$ cat src/rtl/iic_slave_if.sv
// I2C line bundle between a bus master (or bench) and the iic_slave target.
// sda_i is the wired-AND line level; sda_o/sda_oen_n form the open-drain driver.
interface iic_slave_if;
    logic scl_i;
    logic sda_i;
    logic sda_o;
    logic sda_oen_n;

    modport slave  (input  scl_i, sda_i, output sda_o, sda_oen_n);
    modport master (output scl_i, sda_i, input  sda_o, sda_oen_n);
endinterface

$ cat src/rtl/iic_slave.sv
// I2C target with a 16 x 8 register file: pointer write, data write with
// auto-increment, repeated-start reads, plus a local host read/write port.
module iic_slave #(
    parameter logic [6:0] SLAVE_ADDR = 7'h50
) (
    input  logic             clk,
    input  logic             rst_n,
    iic_slave_if.slave       bus,
    input  logic [3:0]       loc_adr,
    input  logic             loc_we,
    input  logic [7:0]       loc_wdata,
    output logic [7:0]       loc_rdata,
    output logic             wr_stb,
    output logic [3:0]       wr_adr,
    output logic [7:0]       wr_data,
    output logic             busy
);

    typedef enum logic [3:0] {
        IDLE, ADDR, ADDR_ACK, PTR, PTR_ACK, WDATA, WDATA_ACK, RDATA, RACK, IGNORE
    } state_t;

    logic scl_s1, scl_s2, scl_prev;
    logic sda_s1, sda_s2, sda_prev;
    logic scl_rise, scl_fall, start_det, stop_det, sda_bit;

    state_t     state, state_n;
    logic [7:0] shift, shift_n;
    logic [3:0] bit_cnt, bit_cnt_n;
    logic [3:0] ptr, ptr_n;
    logic       oen_q, oen_n;
    logic       busy_q, busy_n;
    logic       wr_stb_n;
    logic [3:0] wr_adr_n;
    logic [7:0] wr_data_n;
    logic       bus_we;
    logic [7:0] byte_in;
    logic [3:0] ptr_inc;
    logic [7:0] regfile [16];

    // Synchronizers reset to the idle-high line level so release from reset
    // never looks like a START.
    always_ff @(posedge clk or negedge rst_n) begin
        if (!rst_n) begin
            scl_s1    <= 1'b1;
            scl_s2    <= 1'b1;
            scl_prev  <= 1'b1;
            sda_s1    <= 1'b1;
            sda_s2    <= 1'b1;
            sda_prev  <= 1'b1;
            scl_rise  <= 1'b0;
            scl_fall  <= 1'b0;
            start_det <= 1'b0;
            stop_det  <= 1'b0;
            sda_bit   <= 1'b1;
        end else begin
            // NOTE: non-blocking assignments so every stage samples the value
            // from before this edge; blocking here would collapse the chain.
            scl_s1    <= bus.scl_i;
            scl_s2    <= scl_s1;
            scl_prev  <= scl_s2;
            sda_s1    <= bus.sda_i;
            sda_s2    <= sda_s1;
            sda_prev  <= sda_s2;
            scl_rise  <= scl_s2 & ~scl_prev;
            scl_fall  <= ~scl_s2 & scl_prev;
            start_det <= scl_s2 & scl_prev & sda_prev & ~sda_s2;
            stop_det  <= scl_s2 & scl_prev & ~sda_prev & sda_s2;
            sda_bit   <= sda_s2;
        end
    end

    assign byte_in = {shift[6:0], sda_bit};
    assign ptr_inc = ptr + 4'd1;

    always_comb begin
        // NOTE: every output of this block gets a default first, so no path
        // leaves a signal unassigned and no latch is inferred.
        state_n   = state;
        shift_n   = shift;
        bit_cnt_n = bit_cnt;
        ptr_n     = ptr;
        oen_n     = oen_q;
        busy_n    = busy_q;
        bus_we    = 1'b0;
        wr_stb_n  = 1'b0;
        wr_adr_n  = wr_adr;
        wr_data_n = wr_data;

        if (start_det) begin
            state_n   = ADDR;
            bit_cnt_n = 4'd0;
            oen_n     = 1'b1;
            busy_n    = 1'b1;
        end else if (stop_det) begin
            state_n = IDLE;
            oen_n   = 1'b1;
            busy_n  = 1'b0;
        end else begin
            unique case (state)
                ADDR, PTR, WDATA: begin
                    if (scl_rise) begin
                        shift_n   = byte_in;
                        bit_cnt_n = bit_cnt + 4'd1;
                        if (bit_cnt == 4'd7) begin
                            bit_cnt_n = 4'd0;
                            if (state == ADDR) begin
                                state_n = (byte_in[7:1] == SLAVE_ADDR) ? ADDR_ACK : IGNORE;
                            end else if (state == PTR) begin
                                ptr_n   = byte_in[3:0];
                                state_n = PTR_ACK;
                            end else begin
                                bus_we    = 1'b1;
                                wr_stb_n  = 1'b1;
                                wr_adr_n  = ptr;
                                wr_data_n = byte_in;
                                ptr_n     = ptr_inc;
                                state_n   = WDATA_ACK;
                            end
                        end
                    end
                end
                // First falling edge starts the ACK pulse, the second ends it.
                ADDR_ACK, PTR_ACK, WDATA_ACK: begin
                    if (scl_fall) begin
                        if (bit_cnt == 4'd0) begin
                            oen_n     = 1'b0;
                            bit_cnt_n = 4'd1;
                        end else begin
                            oen_n     = 1'b1;
                            bit_cnt_n = 4'd0;
                            state_n   = (state == ADDR_ACK) ? PTR : WDATA;
                            // shift[0] still holds the R/W bit of the address byte.
                            if (state == ADDR_ACK && shift[0]) begin
                                oen_n     = regfile[ptr][7];
                                shift_n   = {regfile[ptr][6:0], 1'b0};
                                bit_cnt_n = 4'd1;
                                state_n   = RDATA;
                            end
                        end
                    end
                end
                RDATA: begin
                    if (scl_fall) begin
                        if (bit_cnt == 4'd8) begin
                            oen_n     = 1'b1;
                            bit_cnt_n = 4'd0;
                            state_n   = RACK;
                        end else begin
                            oen_n     = shift[7];
                            shift_n   = {shift[6:0], 1'b0};
                            bit_cnt_n = bit_cnt + 4'd1;
                        end
                    end
                end
                RACK: begin
                    if (scl_rise) begin
                        if (!sda_bit) begin
                            ptr_n     = ptr_inc;
                            shift_n   = regfile[ptr_inc];
                            bit_cnt_n = 4'd0;
                            state_n   = RDATA;
                        end else begin
                            state_n = IGNORE;
                        end
                    end
                end
                default: ;
            endcase
        end
    end

    always_ff @(posedge clk or negedge rst_n) begin
        if (!rst_n) begin
            state   <= IDLE;
            shift   <= 8'h00;
            bit_cnt <= 4'd0;
            ptr     <= 4'd0;
            oen_q   <= 1'b1;
            busy_q  <= 1'b0;
            wr_stb  <= 1'b0;
            wr_adr  <= 4'd0;
            wr_data <= 8'h00;
        end else begin
            state   <= state_n;
            shift   <= shift_n;
            bit_cnt <= bit_cnt_n;
            ptr     <= ptr_n;
            oen_q   <= oen_n;
            busy_q  <= busy_n;
            wr_stb  <= wr_stb_n;
            wr_adr  <= wr_adr_n;
            wr_data <= wr_data_n;
        end
    end

    always_ff @(posedge clk or negedge rst_n) begin
        if (!rst_n) begin
            // NOTE: the register file is small and must read back zero after
            // reset, so it lives in flops with a reset rather than a RAM.
            for (int i = 0; i < 16; i++) regfile[i] <= 8'h00;
            loc_rdata <= 8'h00;
        end else begin
            loc_rdata <= regfile[loc_adr];
            if (loc_we) regfile[loc_adr] <= loc_wdata;
            // Later assignment wins: a bus write overrides a same-register local write.
            if (bus_we) regfile[ptr] <= byte_in;
        end
    end

    assign bus.sda_o     = 1'b0;
    assign bus.sda_oen_n = oen_q;
    assign busy          = busy_q;

endmodule

$ cat src/flat_wrapper.sv
// flat-port wrapper written by rule: the top's interface ports become plain ports
module iic_slave_flat 
#(
    parameter logic [6:0] SLAVE_ADDR = 7'h50
)
  (clk, rst_n, loc_adr, loc_we, loc_wdata, loc_rdata, wr_stb, wr_adr, wr_data, busy, bus_scl_i, bus_sda_i, bus_sda_o, bus_sda_oen_n);
  iic_slave_if bus_i ();
  input  logic clk;
  input  logic rst_n;
  input  logic [3:0] loc_adr;
  input  logic loc_we;
  input  logic [7:0] loc_wdata;
  output logic [7:0] loc_rdata;
  output logic wr_stb;
  output logic [3:0] wr_adr;
  output logic [7:0] wr_data;
  output logic busy;
  input wire logic [$bits(bus_i.scl_i)-1:0] bus_scl_i;
  input wire logic [$bits(bus_i.sda_i)-1:0] bus_sda_i;
  output wire logic [$bits(bus_i.sda_o)-1:0] bus_sda_o;
  output wire logic [$bits(bus_i.sda_oen_n)-1:0] bus_sda_oen_n;
  assign bus_i.scl_i = bus_scl_i;
  assign bus_i.sda_i = bus_sda_i;
  assign bus_sda_o = bus_i.sda_o;
  assign bus_sda_oen_n = bus_i.sda_oen_n;
  iic_slave #(.SLAVE_ADDR(SLAVE_ADDR)) u_core (.clk(clk), .rst_n(rst_n), .bus(bus_i), .loc_adr(loc_adr), .loc_we(loc_we), .loc_wdata(loc_wdata), .loc_rdata(loc_rdata), .wr_stb(wr_stb), .wr_adr(wr_adr), .wr_data(wr_data), .busy(busy));
endmodule
$ cat config.mk
export PLATFORM = sky130hd
export DESIGN_NAME = iic_slave_flat
export DESIGN_NICKNAME = d
export VERILOG_FILES = /design/src/rtl/iic_slave_if.sv /design/src/rtl/iic_slave.sv /design/src/flat_wrapper.sv
export SDC_FILE = /design/constraint.sdc
export NUM_CORES = 1
export LEC_CHECK = 0
export CAP_MARGIN = 20
export CORE_UTILIZATION = 33
export DETAILED_ROUTE_END_ITERATION = 6
export DONT_BUFFER_PORTS = 1
export HOLD_SLACK_MARGIN = 0.1
export SYNTH_ARGS = -nofsm -noshare
export SYNTH_HDL_FRONTEND = slang
export SYNTH_SLANG_ARGS = --single-unit
export TNS_END_PERCENT = 5
$ cat constraint.sdc
create_clock -name clk -period 5.2 [get_ports clk]
set_input_delay 0.52 -clock clk [delete_from_list [all_inputs] [get_ports clk]]
set_output_delay 0.52 -clock clk [all_outputs]
set_load 0.02 [all_outputs]
* After elaboration in Yosys (flattened, before gate mapping)
Cells that the tools add are included.
Word-level totals: output and inout bits 24, input port bits 17, register bits after elaboration 181, word-level logic and storage cells 191
Operators by class: mux-type cells 78, reductions and logical operators 18, $lt $le $gt $ge 5, eq/ne operators 34, bitwise gates (word level) 18, $add $sub $neg 2
Operators by type and width (count):
- bitwise mux 128 bit | 2
- two-way mux 128 bit | 2
- two-way mux 8 bit | 16
- two-way mux 4 bit | 29
- binary-select mux 8 bit (select 4 bit) | 3
- demux 8 bit (select 4 bit) | 2
- one-hot mux 4 bit (4 select lines) | 2
- one-hot mux 8 bit (4 select lines) | 1
- != test 4 x 1 -> 1 bit (second input constant) | 6
- == test 4 x 3 -> 1 bit (second input constant) | 5
- two-way mux 1 bit | 17
- AND reduction 8 bit | 2
- greater-or-equal comparator 5 bit (second input constant) | 3
- NOT 4 -> 5 bit | 3
- != test 2 x 1 -> 1 bit (second input constant) | 7
- AND reduction 7 bit | 2
- != test 3 x 1 -> 1 bit (second input constant) | 4
- AND reduction 11 bit | 1
- less-than comparator 5 x 1 -> 1 bit (second input constant) | 2
- adder 4 x 1 -> 4 bit (second input constant) | 2
- == test 4 x 2 -> 1 bit (second input constant) | 2
- == test 4 bit (second input constant) | 2
- != test 2 bit (second input constant) | 4
- NOT 1 bit | 8
- other kinds (17) | 28

* Depth between registers and ports, before layout
Gate-level depths: netlist (run 1).
word-level depth 10, gate-level depth with buffers 11, gate-level depth less buffers 8

* Least setup slack after synthesis (run 1)
OpenSTA, ideal clock, no wires.
path type reg2reg, start register u_core.ptr[1], end register u_core.shift[0], library setup time 0.137 ns, path buffers 3, data required time 5.063 ns, slack 2.308 ns, cell stages (with the launch flop) 10, data arrival time 2.755 ns, clock period less this slack 2.892 ns, cells stage by stage dfrtp_1 buf_2 clkbuf_1 inv_1 ha_1 buf_2 mux4_2 mux4_2 a21oi_1 mux2i_1
On the way: longest elaborated chain between the ends 8
Ends and longest elaborated chain:
- start, declared | RTL line iic_slave.sv:30 | logic [3:0] ptr, ptr_n;
- start signal, assigned | RTL line iic_slave.sv:188 | ptr <= ptr_n;
- adder 4 x 1 -> 4 bit | RTL line iic_slave.sv:74 | assign ptr_inc = ptr + 4'd1;
- NOT 4 -> 5 bit (not written as such) | RTL line iic_slave.sv:160 | shift_n = regfile[ptr_inc];
- binary-select mux 8 bit (select 4 bit) | RTL line iic_slave.sv:160
- two-way mux 8 bit (not written as such) (2 in series) | RTL line iic_slave.sv:160
- two-way mux 8 bit | RTL line iic_slave.sv:158 | if (!sda_bit) begin
- two-way mux 8 bit | RTL line iic_slave.sv:157 | if (scl_rise) begin
- one-hot mux 8 bit (4 select lines) | RTL line iic_slave.sv:100 | unique case (state)
- end signal, assigned | RTL line iic_slave.sv:186 | shift <= shift_n;
- end, declared | RTL line iic_slave.sv:28 | logic [7:0] shift, shift_n;
No other way between the ends. The select of a mux whose other input is x is not followed. A chain may end at the register's enable or synchronous reset.

* Final worst setup path (run 1)
start register u_core.ptr[0], end register u_core.shift[7]
On the way: longest elaborated chain between the ends 8, elaborated cells on any way between the ends 15, those cells by class add/sub: 1; mux: 12; bitwise: 2
Ends and longest elaborated chain (RTL line):
- adder 4 x 1 -> 4 bit / NOT 4 -> 5 bit (equally long branches) | iic_slave.sv:74, iic_slave.sv:136
- NOT 4 -> 5 bit (not written as such) / binary-select mux 8 bit (select 4 bit) (equally long branches) | iic_slave.sv:160, iic_slave.sv:136
- binary-select mux 8 bit (select 4 bit) / two-way mux 8 bit (equally long branches)
- two-way mux 8 bit (on tied branches)
- two-way mux 8 bit (on tied branches) | iic_slave.sv:160, iic_slave.sv:134
- two-way mux 8 bit (on tied branches) | iic_slave.sv:158, iic_slave.sv:126
- two-way mux 8 bit (on tied branches) | iic_slave.sv:157, iic_slave.sv:125
- one-hot mux 8 bit (4 select lines) * | iic_slave.sv:100
Mark *: on every way between the ends. The rest lies on a longest branch, timed or not. The select of a mux whose other input is x is not followed.

==> results of run 1 <==
-- cell families (layout without fill, tap and decap cells) --
| family | Yosys count | after routing | share of synthesized area (%) |
|---|---|---|---|
| AOI/OAI and AO/OA | 215 | 215 | 10.8 |
| adders and majority gates | 6 | 6 | 0.641 |
| xor gates and xnor gates | 5 | 5 | 0.502 |
| buffers and inverters | 110 | 58 | 4.38 |
| and+or+nand+nor | 377 | 377 | 14.7 |
| DFF | 181 | 181 | 38.7 |
| muxes | 250 | 250 | 30.2 |
| other | 1 | 1 | 0.0320 |
-- report_power, final --
group | internal, mW | switching [mW] | total [mW]
clock | 0.739 | 0.640 | 1.38
combinational | 1.31 | 1.54 | 2.85
sequential | 1.75 | 0.722 | 2.47
-- registers in the layout, summed over array words and instances (netlist names), 4 cells and up --
signal,cells
u_core.loc_rdata,8
u_core.wr_adr,4
u_core.wr_data,8
u_core.regfile,128
u_core.ptr,4
u_core.shift,8
u_core.state,4
u_core.bit_cnt,4
-- routing by layer --
metal / GRT usage (%) / vias to the layer above / part of all wire, %
met5: 0 / - / 0
met4: 7.88 / 0 / 2.5
met2: 31.9 / 424 / 46
met3: 3.46 / 47 / 7.3
li1: - / 4060 / -
met1: 29.9 / 4575 / 44
-- layout make-up --
class                   instances  area share, %
well taps                     455           4.53
clock inverters                13           1.27
clock buffers                  19           3.52
multi-input cells             854           53.1
repair buffers                 15           1.12
flip-flops and latches        181           36.1
inverters                      11          0.328
-- metrics by stage --
step | instance area [um2] | utilization, % | worst slack (ns) | power [mW] | cells
global route | 12600 | 36.2 | 1.04 | 7.06 | 1548
finish | 12600 | 36.2 | 1.47 | 6.70 | 1548
CTS | 12600 | 36.2 | 1.45 | 6.65 | 1546
floorplan | 11700 | - | 2.31 | 4.44 | 1145
detailed placement | 11900 | 34.3 | 1.48 | 5.23 | 1511
global placement | 11900 | 34.3 | 1.61 | 5.20 | 1511
-- synth_stat cells, types with 3 or more instances --
cell | count | share of area, %
dfrtp_1 | 174 | 37
nor2_1 | 154 | 4.9
a21oi_1 | 149 | 6.4
mux2i_1 | 149 | 13
nand2_1 | 117 | 3.7
mux4_2 | 81 | 16
clkbuf_1 | 40 | 1.3
buf_2 | 39 | 1.7
nand3_1 | 30 | 1.3
mux2_2 | 20 | 1.9
nand4_1 | 20 | 1.1
a32oi_1 | 12 | 0.90
o21ai_0 | 12 | 0.51
inv_1 | 11 | 0.35
buf_1 | 8 | 0.26
a22oi_1 | 7 | 0.45
buf_4 | 7 | 0.45
dfstp_2 | 7 | 1.6
nor3_1 | 7 | 0.30
ha_1 | 6 | 0.64
nand3b_1 | 5 | 0.32
nor2_2 | 5 | 0.27
nor2b_1 | 5 | 0.27
nor3b_1 | 5 | 0.32
and3_1 | 4 | 0.21
or3_1 | 4 | 0.21
a21boi_0 | 3 | 0.19
a21o_1 | 3 | 0.19
buf_6 | 3 | 0.29
nand2b_1 | 3 | 0.16
-- worst min path at each step --
stage | from | slack (ns) | endpoint | cells past startpoint
2_1_floorplan | rst_n | 0.22 | u_core.bit_cnt[0] | 0
3_3_place_gp | rst_n | 0.24 | u_core.bit_cnt[1] | 0
3_5_place_dp | rst_n | 0.23 | u_core.loc_rdata[7] | 0
4_1_cts | rst_n | 0.16 | u_core.loc_rdata[7] | 1
5_1_grt | rst_n | 0.17 | u_core.loc_rdata[7] | 1
6_report | rst_n | 0.06 | u_core.loc_rdata[7] | 1
-- worst reg2reg max path: cells and delay by family, from the launching register on --
family	cells	cell delay, ns
buf+inv	1	0.30
simple gates	4	1.31
mux	1	0.28
flops	1	0.97
fa+ha+maj	1	0.76
==> parameters.txt, run 1 <==
Parameter                              Value

Global route
  Overflow after GRT    0
  Pin count of the biggest net entering global routing    182
  Wire length of the first global-routing pass    56600 um
  Initial antenna violation count    0
  Number of global-route vias before repair    8678
  Total GRT Usage    21.0%

Placement
  HPWL after detailed placement    25900 um
  Final weighted congestion in routability-driven placement    0.915
  Count of buffers inserted at the top-level ports    0

Final layout
  P&R area growth vs syn    7.40%
  Flip-flop and latch area    0.00454 mm2
  Area of the multi-input gates    0.00669 mm2
  Fill cells    3482
  Commonest non-fill, non-tap cell in the layout    dfrtp_1
  Leading cell types in the layout, fill and taps excluded    172 x dfrtp_1, 154 x nor2_1, 149 x mux2i_1, 149 x a21oi_1, 117 x nand2_1
  Inserted Diodes    0
  Number of nets in the finished design    1103
  Share of post-route cells with drive strength above 1    16.0%

Setup path
  Sort of element at the start of the critical path    flop
  Worst path bufs/invs    1
  Count of cell instances traversed by the critical path    7
  Data arrival, critical path    4.07 ns
  Crit-path most repeated cell    nand4_1
  Slowest stage cell on the critical path    dfrtp_2
  Slack of the worst reg-to-reg path    1.47 ns
  Cells traversed along the worst timing path    inv_1 -> ha_1 -> nor2b_1 -> nand3_1 -> nand4_1 -> nand4_1 -> mux2_2
  Endpoint of the lowest-slack register-to-register path    u_core.shift[7]
  Register-to-Register Path Depth    7
  Family with the most delay on the worst path    simple AND/OR/NAND/NOR gates
  Required @ worst endpoint    5.54 ns
  Critical Path End    u_core.shift[7]
  Peak fanout along the critical path    36
  Worst Setup Path Type    reg2reg
  Beginning of the critical path    u_core.ptr[0]
  Delay of the slowest cell on the worst path    0.97 ns
  Start of the worst register-to-register path    u_core.ptr[0]
  Type of destination of the critical path    flop

Synth
  Netlist cell types    71
  Net count after synthesis    1168
  Share of async-settable or async-resettable flops after synthesis    100%
  YS warnings    0
  Most instantiated flip-flop cell in the synthesis netlist    dfrtp_1
  Sequential share of the synthesized area    38.7%
  #FFs+latches synth    181
  Count of flip-flops with a built-in enable after synthesis    0
  Synthesized area    0.0117 mm2
  Cell count after synthesis    1145
  Mean cell area of the mapped netlist    10.2 um2

Routing
  Final Routed Wirelength    36900 um
  Number of vias after detailed routing    9106
  Via count normalized by instance count    5.88
  Number of DRC markers in iteration 0    857
  Drc violations    0
  Count of nets left with antenna violations after detail routing    0
  Routed len/inst    23.8 um
  TritonRoute pass-1 iters    5

Clock tree
  TritonCTS clock tree    built
  Clock root buffer master    clkbuf_16
  Buffers from clock root to sink, at most    2
  Number of post-CTS setup repair buffers    0
  Clock network latency to the later pin of the worst-skew pair    0.46 ns
  Clk slew on worst S/H paths    0.08 ns
  Hold-fix buffers, CTS    3
  Clock Sinks    181
  Count of cells resized by post-cts repair    0
  Cts bufs inserted    17
  Clock H-tree levels    4

Floorplanning
  Width of the die    190 um
  Starting utilization of the core area    33.7%
  Floorplan Core Area    0.0347 mm2
  Die area    0.0363 mm2
  Cell row count    68
  Number of primary I/O pins    41
  Die Y    190 um

Outcome
  Run status    finished, final reports clean

Timing
  Final number of hold-violating endpoints    0
  Total setup violations reported at the end of the flow    0
  Fin crit share    71.7%
  Final Skew    0.0148 ns
  Setup repair after global routing missed its margin    no
  Minimum period implied by the final worst setup slack    3.73 ns
  Maximum clock frequency    268 MHz
  Final-layout setup total negative slack    0 ns
  Hold WS    0.0571 ns
  Final number of max-transition violations    0
  Worst max-slew margin expressed relative to the limit    25.7%
  Slew of the pin with the lowest slew margin    1.11 ns

Pwr
  P_leak    4.98 nW
  P per Cell Area    532 mW/mm2
  Maximum vdd drop    265 uV

Job
  # Max-Cap Violations    0

Worst hold path
  Type of the tightest min-delay check    in2async
Note: power is estimated with default switching activity, not from simulation.
==> run 2, diff against run 1 <==
- clock period: 5.2 -> 3.7 ns (I/O delays scaled with it)
==> run 2 against run 1 <==
The run now ends with negative hold slack left. Die area did not move. Hold slack got worse by 0.43 ns. Highest routed layer unchanged. Register-to-register slack got worse by 0.90 ns. Combinational power rose by 40%.
==> parameters.txt, run 2 (synthesis results as in run 1) <==
Parameter                              Value

Outcome
  Run status    finished, violations left
  Failing checks    negative hold slack

Clock tree
  Clock H-tree levels    4
  Clk slew on worst S/H paths    0.08 ns
  Clock root buffer master    clkbuf_16
  Clock network latency to the later pin of the worst-skew pair    0.46 ns
  Hold-fix buffers, CTS    2
  Cts bufs inserted    17
  Buffers from clock root to sink, at most    2
  TritonCTS clock tree    built
  Number of post-CTS setup repair buffers    0
  Count of cells resized by post-cts repair    0
  Clock Sinks    181

Final layout
  Fin area    0.0126 mm2
  P&R area growth vs syn    7.48%
  Commonest non-fill, non-tap cell in the layout    dfrtp_1
  Leading cell types in the layout, fill and taps excluded    172 x dfrtp_1, 154 x nor2_1, 149 x mux2i_1, 149 x a21oi_1, 117 x nand2_1
  Inserted Diodes    0
  Largest register by flop count    u_core.regfile
  Fill cells    3428
  Number of nets in the finished design    1105
  Share of post-route cells with drive strength above 1    16.3%
  Largest register FFs    128

Global route
  Number of global-route vias before repair    8780
  Total GRT Usage    20.1%
  Wire length of the first global-routing pass    54700 um
  Pin count of the biggest net entering global routing    182
  Initial antenna violation count    0
  Overflow after GRT    0

Setup path
  Type of destination of the critical path    flop
  Peak fanout along the critical path    19
  Required @ worst endpoint    4.04 ns
  Data arrival, critical path    3.47 ns
  Sort of element at the start of the critical path    flop
  Worst Setup Path Type    reg2reg
  Slack of the worst reg-to-reg path    0.57 ns

Routing
  Count of nets left with antenna violations after detail routing    0
  Final Routed Wirelength    35300 um
  Number of vias after detailed routing    8959
  Number of DRC markers in iteration 0    846
  Drc violations    0
  Routed len/inst    22.8 um
  Via count normalized by instance count    5.78
  TritonRoute pass-1 iters    6

Floorplanning
  Number of primary I/O pins    41
  Starting utilization of the core area    33.7%
  Die area    0.0363 mm2
  Die Y    190 um
  Cell row count    68
  Width of the die    190 um
  Floorplan Core Area    0.0347 mm2

Placement
  Final weighted congestion in routability-driven placement    0.934
  HPWL after detailed placement    25100 um
  Count of buffers inserted at the top-level ports    0
  Area after DPL    0.0120 mm2

Timing
  Hold WS    -0.375 ns
  Minimum period implied by the final worst setup slack    3.13 ns
  Total setup violations reported at the end of the flow    0
  Fin crit share    84.6%
  Maximum clock frequency    320 MHz
  Final-layout setup total negative slack    0 ns
  Final number of hold-violating endpoints    181
  Worst max-slew margin expressed relative to the limit    29.6%
  Setup repair after global routing missed its margin    no
  Final number of max-transition violations    0
  Final Skew    0.0121 ns
  Slew of the pin with the lowest slew margin    1.06 ns

Job
  # Max-Cap Violations    0

Worst hold path
  Type of the tightest min-delay check    in2async

Pwr
  Maximum vdd drop    317 uV
  P_leak    5.00 nW
  P per Cell Area    742 mW/mm2
[run 2: cell count changes in the layout (fill, tap and decap cells not counted), sizes merged]
cell	previous run	this run
buf	13	15
clkbuf	19	17
clkinvlp	3	0
bufinv	2	1
clkinv	0	5
inv	19	20
[run 2: area by class of cell]
| cell class | instances | area [um2] | share of cell area, % |
|---|---|---|---|
| clock inverters | 15 | 179 | 1.42 |
| repair buffers | 17 | 149 | 1.18 |
| multi-input cells | 854 | 6690 | 53.1 |
| well taps | 455 | 569 | 4.52 |
| flip-flops and latches | 181 | 4540 | 36.1 |
| inverters | 11 | 41.3 | 0.328 |
| clock buffers | 17 | 425 | 3.38 |
[run 2: final timing paths]
| check | from | endpoint | cells past startpoint |
|---|---|---|---|
| max | u_core.ptr[0] | u_core.shift[5] | 7 |
| min | rst_n | u_core.loc_rdata[6] | 0 |
| max reg2reg | u_core.ptr[0] | u_core.shift[5] | 7 |
| min reg2reg | u_core.scl_s1 | u_core.scl_s2 | 0 |
| max in group asynchronous | rst_n | u_core.shift[3] | 0 |
| min in group clk | loc_adr[3] | u_core.loc_rdata[3] | 1 |
[run 2: per-layer routing]
metal	vias up	GRT usage, %	part of all wire (%)
met3	63	3.96	7.7
met4	0	8.37	3.2
met2	404	31.0	46
met5	-	0	0
li1	4057	-	-
met1	4435	27.5	43
[run 2: per-stage QoR]
step | power (mW) | utilization (%) | std cells | setup slack, ns
floorplan | 6.25 | - | 1145 | 0.808
global placement | 7.33 | 34.4 | 1515 | 0.720
detailed placement | 7.37 | 34.5 | 1516 | 0.631
CTS | 9.30 | 36.3 | 1550 | 0.613
global route | 9.87 | 36.3 | 1550 | 0.366
finish | 9.34 | 36.3 | 1550 | 0.571
[run 2: where the power goes]
group | switching, mW | internal, mW | leakage, nW | total [mW]
combinational | 2.09 | 1.88 | 2.63 | 3.98
clock | 0.948 | 0.972 | 0.298 | 1.92
sequential | 0.991 | 2.46 | 2.07 | 3.45
[run 2: worst max-delay path: stages, from the launching register on]
cell	delay (ns)
dfrtp_2	0.71
inv_1	0.22
ha_1	0.73
and2_1	0.63
a32oi_1	0.20
nand4_1	0.15
nand4_1	0.10
mux2_2	0.28
==> run 3, diff against run 2 <==
- clock period: 3.7 -> 3.25 ns (I/O delays scaled with it)
==> run 3 against run 2 <==
Utilization grew 0.64 points. Largest power group unchanged. Hold slack lost 0.035 ns. Clock skew shrank 0.0029 ns. Non-clock buffer count grew 29. Sequential share of layout area shrank 0.63 points. The run still ends with negative hold slack left. Highest routed layer is now met5. Sequential power grew 4%. Via count grew 2.5%. Largest cell class unchanged. Setup slack lost 0.028 ns. Maximum frequency grew 16%. Final cell count grew 1.9%.
==> parameters.txt, run 3 (synthesis results as in run 1) <==
Parameter                              Value

Routing
  Count of nets left with antenna violations after detail routing    0
  Routed len/inst    22.8 um
  TritonRoute pass-1 iters    6
  Number of DRC markers in iteration 0    1013
  Via count normalized by instance count    5.81
  Final Routed Wirelength    36000 um
  Number of vias after detailed routing    9180
  Drc violations    0

Final layout
  Share of post-route cells with drive strength above 1    17.3%
  Commonest non-fill, non-tap cell in the layout    dfrtp_1
  Number of nets in the finished design    1134
  Inserted Diodes    0
  Non-filler instance count after layout    1579
  Largest register by flop count    u_core.regfile
  Largest register FFs    128
  Leading cell types in the layout, fill and taps excluded    172 x dfrtp_1, 154 x nor2_1, 149 x mux2i_1, 149 x a21oi_1, 117 x nand2_1
  P&R area growth vs syn    9.38%
  Fill cells    3462

Timing
  Setup repair after global routing missed its margin    no
  Final-layout setup total negative slack    0 ns
  Worst max-slew margin expressed relative to the limit    35.5%
  Maximum clock frequency    369 MHz
  Slew of the pin with the lowest slew margin    0.968 ns
  Final Skew    0.00913 ns
  Fin crit share    83.3%
  Slack of the critical path    0.543 ns
  Final number of max-transition violations    0
  Final number of hold-violating endpoints    181
  Minimum period implied by the final worst setup slack    2.71 ns
  Total setup violations reported at the end of the flow    0
  Hold WS    -0.410 ns

Clock tree
  Clock Sinks    181
  Clock root buffer master    clkbuf_16
  Clock H-tree levels    4
  TritonCTS clock tree    built
  Cts bufs inserted    17
  Clock network latency to the later pin of the worst-skew pair    0.45 ns
  Buffers from clock root to sink, at most    2
  Count of cells resized by post-cts repair    0
  Clk slew on worst S/H paths    0.07 ns

Setup path
  Required @ worst endpoint    3.59 ns
  Worst path bufs/invs    2
  Crit-path most repeated cell    nand4_1
  Cells traversed along the worst timing path    inv_1 -> ha_1 -> nor2_1 -> buf_4 -> a32oi_1 -> nand4_1 -> nand4_1 -> mux2_2
  Sort of element at the start of the critical path    flop
  Worst Setup Path Type    reg2reg
  Data arrival, critical path    3.04 ns
  Type of destination of the critical path    flop
  Family with the most delay on the worst path    simple AND/OR/NAND/NOR gates
  Beginning of the critical path    u_core.ptr[0]
  Start of the worst register-to-register path    u_core.ptr[0]
  Peak fanout along the critical path    10
  Slowest stage cell on the critical path    nor2_1
  Delay of the slowest cell on the worst path    0.66 ns

Floorplanning
  Width of the die    190 um
  Die Y    190 um
  Number of primary I/O pins    41
  Floorplan Core Area    0.0347 mm2
  Starting utilization of the core area    33.7%
  Cell row count    68
  Die area    0.0363 mm2

Global route
  Initial antenna violation count    4
  Wire length of the first global-routing pass    56300 um
  Total GRT Usage    20.7%
  Pin count of the biggest net entering global routing    182
  Overflow after GRT    0
  Number of global-route vias before repair    8821

Outcome
  Run status    finished, violations left
  Failing checks    negative hold slack

Pwr
  Portion of total power attributed to combinational logic    47.1%
  Psw    4.61 mW
  P_leak    5.11 nW
  Share of power burned in the clock network    19.7%
  Maximum vdd drop    410 uV
  Internal    6.16 mW
  P per Cell Area    841 mW/mm2
  Portion of total power attributed to sequential cells    33.2%
  Switching Share    42.8%

Placement
  Count of buffers inserted at the top-level ports    0
  Worst-case setup slack after placement    0.629 ns
  Total instance count after detailed placement    1533
  Final weighted congestion in routability-driven placement    0.892
  HPWL after detailed placement    24900 um

Worst hold path
  Type of the tightest min-delay check    in2async

Job
  # Max-Cap Violations    0
## run 3: final timing paths
kind | endpoint | cells after the start | slack, ns
max | u_core.shift[7] | 8 | 0.54
min | u_core.busy | 0 | -0.41
max reg2reg | u_core.shift[7] | 8 | 0.54
min reg2reg | u_core.sda_s2 | 0 | 0.36
max in group asynchronous | u_core.regfile[116] | 0 | 3.29
min in group clk | u_core.regfile[17] | 2 | 0.11
## run 3: final cells by class
cell class	instances	area (um2)	share of cell area (%)
Tap cell	455	569	4.44
Sequential cell	181	4540	35.4
Multi-Input combinational cell	854	6690	52.2
Clock inverter	13	140	1.09
Inverter	11	41.3	0.322
Clock buffer	19	443	3.46
Timing Repair Buffer	46	393	3.07
## run 3: what timing repair did
action                    CTS  global route
hold endpoints to repair  310           182
buffers inserted            0             0
hold buffers               13             1
## run 3: power by group through the flow
stage	Combinational (mW)	Clock [mW]	Sequential (mW)
after global routing	5.49	2.24	3.64
after global placement	4.94	0	3.57
after detailed placement	4.96	0	3.58
after CTS	5.02	2.17	3.55
after floorplan	3.88	0	3.23
final	5.07	2.12	3.58
## run 3: layer usage
layer	GRT usage, %	wire, um	vias to the layer above
met5	0	65	-
met4	7.85	958	8
met3	4.99	3100	65
met2	31.6	16700	420
met1	28.2	15200	4567
li1	-	-	4120
## run 3: worst reg2reg max path: stages, from the launching register on
cell and delay [ns]:
dfrtp_2 0.38, inv_1 0.06, ha_1 0.47, nor2_1 0.66, buf_4 0.30, a32oi_1 0.07, nand4_1 0.18, nand4_1 0.18
mux2_2 0.30
## run 3: through the flow
| step | total power [mW] | instance area (um2) | utilization [%] |
|---|---|---|---|
| 5_1_grt | 11.4 | 12800 | 36.9 |
| 6_report | 10.8 | 12800 | 36.9 |
| 2_1_floorplan | 7.11 | 11700 | - |
| 3_5_place_dp | 8.54 | 12100 | 34.8 |
| 4_1_cts | 10.7 | 12800 | 36.9 |
| 3_3_place_gp | 8.50 | 12100 | 34.8 |
